<file path="src/rtl/tl_ul_arb_pkg.sv">
// Shared types, widths and helpers for the two-port TL-UL arbiter.
package tl_ul_arb_pkg;

  localparam int unsigned OP_W   = 3;
  localparam int unsigned SIZE_W = 4;
  localparam int unsigned SRC_W  = 4;
  localparam int unsigned OSRC_W = SRC_W + 1;
  localparam int unsigned ADDR_W = 31;
  localparam int unsigned MASK_W = 4;
  localparam int unsigned DATA_W = 32;

  // A-channel opcodes
  localparam logic [OP_W-1:0] OP_PUT_FULL    = 3'd0;
  localparam logic [OP_W-1:0] OP_PUT_PARTIAL = 3'd1;
  localparam logic [OP_W-1:0] OP_GET         = 3'd4;

  // D-channel opcodes
  localparam logic [OP_W-1:0] OP_ACCESS_ACK      = 3'd0;
  localparam logic [OP_W-1:0] OP_ACCESS_ACK_DATA = 3'd1;

  // A-channel request payload of one requester
  typedef struct packed {
    logic [OP_W-1:0]   opcode;
    logic [SIZE_W-1:0] size;
    logic [SRC_W-1:0]  source;
    logic [ADDR_W-1:0] address;
    logic [MASK_W-1:0] mask;
    logic [DATA_W-1:0] data;
  } a_req_t;

  // Number of A beats in a message; only Puts wider than one word are multi-beat
  function automatic int unsigned beats_from_size(input logic [OP_W-1:0]   opcode,
                                                  input logic [SIZE_W-1:0] size,
                                                  input int unsigned       max_size);
    int unsigned s;
    int unsigned beats;
    s     = 32'(size);
    beats = 32'd1;
    if ((opcode == OP_PUT_FULL || opcode == OP_PUT_PARTIAL) && s > 32'd2) begin
      if (s > max_size) s = max_size;
      beats = 32'd1 << (s - 32'd2);
    end
    return beats;
  endfunction

endpackage

</file>
<file path="src/rtl/tl_ul_arb_burst_tracker.sv">
// Burst lock and stall hold for the A-channel arbiter.
// TL_UL_ARBITER_RR_EN adds the message-done strobe used by the round-robin pointer.
module tl_ul_arb_burst_tracker
  import tl_ul_arb_pkg::*;
#(
  parameter int unsigned CNT_W = 4
) (
  input  logic             clk,
  input  logic             rst_n,
  input  logic             a_valid,
  input  logic             a_ready,
  input  logic             grant,
  input  logic [CNT_W-1:0] beats_m1,
  output logic             sticky_c,
  output logic             owner
`ifdef TL_UL_ARBITER_RR_EN
  , output logic           msg_done_c
`endif
);

  typedef enum logic {ST_IDLE = 1'b0, ST_BURST = 1'b1} state_t;

  state_t           state;
  logic [CNT_W-1:0] beat_cnt;
  logic             hold;
  logic             a_fire;

  assign a_fire   = a_valid & a_ready;
  assign sticky_c = (state == ST_BURST) | hold;

`ifdef TL_UL_ARBITER_RR_EN
  // Last beat of a message leaves the bus this cycle
  assign msg_done_c = a_fire & ((state == ST_IDLE) ? (beats_m1 == '0)
                                                   : (beat_cnt == CNT_W'(1)));
`endif

  // Lock to the owner for a burst, or hold the grant across a stalled beat
  always_ff @(posedge clk or negedge rst_n) begin
    if (!rst_n) begin
      state    <= ST_IDLE;
      beat_cnt <= '0;
      owner    <= 1'b0;
      hold     <= 1'b0;
    end else begin
      case (state)
        ST_IDLE: begin
          if (a_fire) begin
            hold <= 1'b0;
            if (beats_m1 != '0) begin
              state    <= ST_BURST;
              beat_cnt <= beats_m1;
              owner    <= grant;
            end
          end else if (a_valid) begin
            hold  <= 1'b1;
            owner <= grant;
          end else begin
            hold <= 1'b0;
          end
        end
        ST_BURST: begin
          hold <= 1'b0;
          if (a_fire) begin
            beat_cnt <= beat_cnt - CNT_W'(1);
            if (beat_cnt == CNT_W'(1)) state <= ST_IDLE;
          end
        end
        default: begin
          state <= ST_IDLE;
          hold  <= 1'b0;
        end
      endcase
    end
  end

endmodule

</file>
<file path="src/rtl/tl_ul_arbiter_2.sv">
// Two-requester TL-UL arbiter: unbuffered A mux with burst lock, D routing by source MSB.
// TL_UL_ARBITER_RR_EN selects round-robin tie-break; otherwise in0 has fixed priority.
module tl_ul_arbiter_2
  import tl_ul_arb_pkg::*;
#(
  parameter int unsigned MAX_SIZE = 6
) (
  input  logic              clk,
  input  logic              rst_n,

  input  logic              in0_a_valid,
  output logic              in0_a_ready,
  input  logic [OP_W-1:0]   in0_a_bits_opcode,
  input  logic [SIZE_W-1:0] in0_a_bits_size,
  input  logic [SRC_W-1:0]  in0_a_bits_source,
  input  logic [ADDR_W-1:0] in0_a_bits_address,
  input  logic [MASK_W-1:0] in0_a_bits_mask,
  input  logic [DATA_W-1:0] in0_a_bits_data,
  output logic              in0_d_valid,
  input  logic              in0_d_ready,
  output logic [OP_W-1:0]   in0_d_bits_opcode,
  output logic [SIZE_W-1:0] in0_d_bits_size,
  output logic [SRC_W-1:0]  in0_d_bits_source,
  output logic              in0_d_bits_denied,
  output logic [DATA_W-1:0] in0_d_bits_data,

  input  logic              in1_a_valid,
  output logic              in1_a_ready,
  input  logic [OP_W-1:0]   in1_a_bits_opcode,
  input  logic [SIZE_W-1:0] in1_a_bits_size,
  input  logic [SRC_W-1:0]  in1_a_bits_source,
  input  logic [ADDR_W-1:0] in1_a_bits_address,
  input  logic [MASK_W-1:0] in1_a_bits_mask,
  input  logic [DATA_W-1:0] in1_a_bits_data,
  output logic              in1_d_valid,
  input  logic              in1_d_ready,
  output logic [OP_W-1:0]   in1_d_bits_opcode,
  output logic [SIZE_W-1:0] in1_d_bits_size,
  output logic [SRC_W-1:0]  in1_d_bits_source,
  output logic              in1_d_bits_denied,
  output logic [DATA_W-1:0] in1_d_bits_data,

  output logic              out_a_valid,
  input  logic              out_a_ready,
  output logic [OP_W-1:0]   out_a_bits_opcode,
  output logic [SIZE_W-1:0] out_a_bits_size,
  output logic [OSRC_W-1:0] out_a_bits_source,
  output logic [ADDR_W-1:0] out_a_bits_address,
  output logic [MASK_W-1:0] out_a_bits_mask,
  output logic [DATA_W-1:0] out_a_bits_data,

  input  logic              out_d_valid,
  output logic              out_d_ready,
  input  logic [OP_W-1:0]   out_d_bits_opcode,
  input  logic [SIZE_W-1:0] out_d_bits_size,
  input  logic [OSRC_W-1:0] out_d_bits_source,
  input  logic              out_d_bits_denied,
  input  logic [DATA_W-1:0] out_d_bits_data
);

  localparam int unsigned CNT_W = MAX_SIZE - 2;

  a_req_t           req0;
  a_req_t           req1;
  a_req_t           sel_req;
  logic             grant;
  logic             pref;
  logic             sticky;
  logic             owner;
  logic [CNT_W-1:0] beats_m1;
  logic             d_idx;

  assign req0 = '{opcode: in0_a_bits_opcode, size: in0_a_bits_size, source: in0_a_bits_source,
                  address: in0_a_bits_address, mask: in0_a_bits_mask, data: in0_a_bits_data};
  assign req1 = '{opcode: in1_a_bits_opcode, size: in1_a_bits_size, source: in1_a_bits_source,
                  address: in1_a_bits_address, mask: in1_a_bits_mask, data: in1_a_bits_data};

`ifdef TL_UL_ARBITER_RR_EN
  logic ptr;
  logic msg_done;

  // Round-robin pointer: after a message completes, prefer the other requester
  always_ff @(posedge clk or negedge rst_n) begin
    if (!rst_n)        ptr <= 1'b0;
    else if (msg_done) ptr <= ~grant;
  end

  assign pref = ptr;
`else
  assign pref = 1'b0;
`endif

  // Grant selection: locked/held owner first, then tie-break, then the lone requester
  always_comb begin
    grant = 1'b0;
    if (sticky)                        grant = owner;
    else if (in0_a_valid && in1_a_valid) grant = pref;
    else if (in1_a_valid)              grant = 1'b1;
  end

  assign sel_req  = grant ? req1 : req0;
  assign beats_m1 = CNT_W'(beats_from_size(sel_req.opcode, sel_req.size, MAX_SIZE) - 32'd1);

  tl_ul_arb_burst_tracker #(
    .CNT_W (CNT_W)
  ) u_tracker (
    .clk        (clk),
    .rst_n      (rst_n),
    .a_valid    (out_a_valid),
    .a_ready    (out_a_ready),
    .grant      (grant),
    .beats_m1   (beats_m1),
    .sticky_c   (sticky),
    .owner      (owner)
`ifdef TL_UL_ARBITER_RR_EN
    , .msg_done_c (msg_done)
`endif
  );

  // A path: zero-latency mux of the granted requester
  assign out_a_valid        = grant ? in1_a_valid : in0_a_valid;
  assign in0_a_ready        = ~grant & out_a_ready;
  assign in1_a_ready        = grant & out_a_ready;
  assign out_a_bits_opcode  = sel_req.opcode;
  assign out_a_bits_size    = sel_req.size;
  assign out_a_bits_source  = {grant, sel_req.source};
  assign out_a_bits_address = sel_req.address;
  assign out_a_bits_mask    = sel_req.mask;
  assign out_a_bits_data    = sel_req.data;

  // D path: route by the source MSB that the A path prepended
  assign d_idx       = out_d_bits_source[OSRC_W-1];
  assign in0_d_valid = out_d_valid & ~d_idx;
  assign in1_d_valid = out_d_valid & d_idx;
  assign out_d_ready = d_idx ? in1_d_ready : in0_d_ready;

  assign in0_d_bits_opcode = out_d_bits_opcode;
  assign in0_d_bits_size   = out_d_bits_size;
  assign in0_d_bits_source = out_d_bits_source[SRC_W-1:0];
  assign in0_d_bits_denied = out_d_bits_denied;
  assign in0_d_bits_data   = out_d_bits_data;
  assign in1_d_bits_opcode = out_d_bits_opcode;
  assign in1_d_bits_size   = out_d_bits_size;
  assign in1_d_bits_source = out_d_bits_source[SRC_W-1:0];
  assign in1_d_bits_denied = out_d_bits_denied;
  assign in1_d_bits_data   = out_d_bits_data;

endmodule

</file>
<file path="config.mk">
export PLATFORM = sky130hd
export DESIGN_NAME = tl_ul_arbiter_2
export DESIGN_NICKNAME = d
export VERILOG_FILES = /design/src/rtl/tl_ul_arb_pkg.sv /design/src/rtl/tl_ul_arb_burst_tracker.sv /design/src/rtl/tl_ul_arbiter_2.sv
export SDC_FILE = /design/constraint.sdc
export NUM_CORES = 1
export LEC_CHECK = 0
export BUFFER_PORTS_ARGS = -buffer_cell sky130_fd_sc_hd__buf_2
export CORE_AREA = 2 2 150 152
export DETAILED_ROUTE_END_ITERATION = 10
export DIE_AREA = 0 0 152 154
export GPL_TIMING_DRIVEN = 0
export HOLD_SLACK_MARGIN = 0.02
export PLACE_DENSITY = 0.38
export SKIP_LAST_GASP = 1
export SLEW_MARGIN = 20
export SYNTH_ARGS = -nofsm -noshare
export SYNTH_HDL_FRONTEND = slang
export SYNTH_HIERARCHICAL = 1
export SYNTH_SLANG_ARGS = --single-unit
</file>
<file path="constraint.sdc">
create_clock -name clk -period 8.05 [get_ports clk]
set_input_delay 0.4025 -clock clk [delete_from_list [all_inputs] [get_ports clk]]
set_output_delay 0.4025 -clock clk [all_outputs]
set_load 0.05 [all_outputs]
</file>
==> metrics <==
routed vias/inst=3.48; DRC errors left=0; Mapped Cells=262; leakage=2.46 nW; WL/cell=15.9 um; setup TNS=0 ns; RSZ-0062 raised after global routing=no; DIE AREA=23400 um2; final instance area=4460 um2; critical path startpoint category=flop; Slew HR=62.4%; antenna violations before repair=0; most common cell in the netlist=buf_4; Pre-antenna DRT Iters=4; critical path class=reg -> reg; Fin. Hold Viols=0; YS warnings=6; vias=3072; ranking of synthesized cells by area=mux2_1 (37%), buf_4 (29%), dfrtp_1 (7.5%); DRT antenna net count=0; CTS sink cnt=7; run status=completed; sequential share of the synthesized area=7.50%; CORE AREA=21700 um2; first-pass GRT wire length=20100 um; Int Pwr=463 uW; total grt overflow=0; root buf cell=clkbuf_16; clock tree buffer depth=2; switching share of power=67.0%; Final Skew=0.00273 ns; ANT cells=0; row count=54; critical path peak fanout=10; Yosys top cell area share=37.1%; placed cells=879; Max Cap Viol=0; Arrival @ worst endpoint=4.48 ns; total power=1.40 mW; #FFs+latches synth=7; # port buffers=337; final core utilization=20.6%; Detailed Place HPWL=13000 um; fin crit period=4.37 ns; EDFF count, synth=0; CP required=8.16 ns; Final period util=54.3%; post-synthesis cell type count=37; CTS tree=done; htree depth=1; vias in the first global route=3105; Layout Cells excl Fill=884; post-place setup slack=3.64 ns; num ports=382; dpl cell area=4370 um2; Post-CTS Resized=0; Starting Density=10.8%; syn avg cell area=8.91 um2; Comb power frac=89.1%; Reg clk slew, reported paths=0.04 ns; VDD IR max=81.5 uV; layout cell share with drive strength beyond 1=73.8%; power density cells=315 nW/um2; Least-Margin Pin Slew=0.563 ns; Reg2Reg Setup Slack=3.68 ns; Post-synth top cells=buf_4 (89), mux2_1 (77), buf_2 (9), nor2_1 (8); area leader, netlist=mux2_1; Pins Over Slew Limit=0; sequential power share=4.9%; HP Class=in -> reg; sw power=941 uW; Detailed Route WL=14000 um; latest clock arrival within the worst-skew pair=0.23 ns; All-Layer GR Usage=11.1%; Synth Cell Area=2330 um2; largest net degree at the start of global routing=11; Die Wd=152 um; Final setup viols=0; Nets=819; hold slack=0.467 ns; Clk pwr share=6.0%; Worst Slack Setup Final=3.68 ns; die height=154 um; area grow syn2layout=91.1%; CTS Buf Count=3; Mapped Nets=476; f_max=229 MHz; RD Place Congestion=0.776; Post-synth ARST share=100%; nature of the critical path endpoint=flop; initial drt markers=109; ys flop type=dfrtp_1
[logic make-up (layout without fill, tap and decap cells)]
family / count (synthesis) / after routing / synth area share, %
compound gates: 25 / 25 / 8.47
buf+inv: 106 / 448 / 31.8
flops: 7 / 7 / 7.50
mux: 83 / 83 / 40.2
xor+xnor: 1 / 1 / 0.375
simple gates: 34 / 34 / 8.74
fa+ha+maj: 5 / 5 / 2.68
other cells: 1 / 1 / 0.161
[layer usage]
| metal | wire length (um) | track usage, % |
|---|---|---|
| met1 | 6180 | 14.8 |
| met2 | 6740 | 19.1 |
| met3 | 1010 | 2.40 |
| met4 | 119 | 1.16 |
| met5 | 0 | 0 |
[registers in the layout, summed over array words and instances (netlist names)]
signal and cells:
u_tracker/beat_cnt 4, u_tracker/state 1, u_tracker/hold 1, u_tracker/owner 1
[final timing paths]
kind,startpoint,to,depth (start not counted)
worst max register to register,u_tracker/state,u_tracker/owner,16
worst max-delay path,u_tracker/state,u_tracker/owner,16
max in group asynchronous,rst_n,u_tracker/beat_cnt[1],2
worst min register to register,u_tracker/owner,u_tracker/owner,1
min in group asynchronous,rst_n,u_tracker/owner,2
worst min-delay path,out_a_ready,u_tracker/hold,2
[power by group through the flow]
stage	sequential, mW	clock (mW)	combinational [mW]
2_1_floorplan	0.0625	0	0.949
3_3_place_gp	0.0695	0	1.27
3_5_place_dp	0.0684	0	1.26
4_1_cts	0.0684	0.0871	1.27
5_1_grt	0.0710	0.0882	1.32
6_report	0.0684	0.0843	1.25
[cell usage in the layout, fill, tap and decap left out, drive strengths merged, types with 2 or more instances in the layout]
cell type	instances
mux2i	2
o31ai	3
nand3	3
a21oi	4
dfrtp	7
clkbuf	5
nor2b	2
ha	5
inv	7
nor3	5
and4b	3
o21ai	4
a211oi	4
buf	435
mux2	81
nor2	8
and2	4
nand3b	2
a22oi	4
nand2	3
[repair_timing]
item | in CTS | in global routing
hold endpoints to repair | 7 | 0
endpoints found under the setup margin | 0 | 0
hold buffers | 1 | 0
buffers inserted | 0 | 0
[critical path: stages, from the launching register on]
cell and delay [ns]:
dfrtp_1 0.40, clkbuf_1 0.23, or2_2 0.37, a22oi_1 0.21, buf_2 0.31, buf_2 0.32
o31ai_1 0.11, ha_1 0.19, ha_1 0.27, nand3b_1 0.18, nor3_1 0.22, nor2_1 0.12
ha_1 0.25, xor2_1 0.19, nor4_4 0.45, a21oi_2 0.12, mux2_4 0.31
[layout make-up]
cell class                 instances  area [um2]
fill                            2487       17200
inverter                           7        26.3
timing repair buffer             338        1700
multi-input combinational        149        1420
sequential                         7         175
tap                              280         350
clock buffer                       4        78.8
buffer                            99         717
Power figures use the tool's default switching activity.
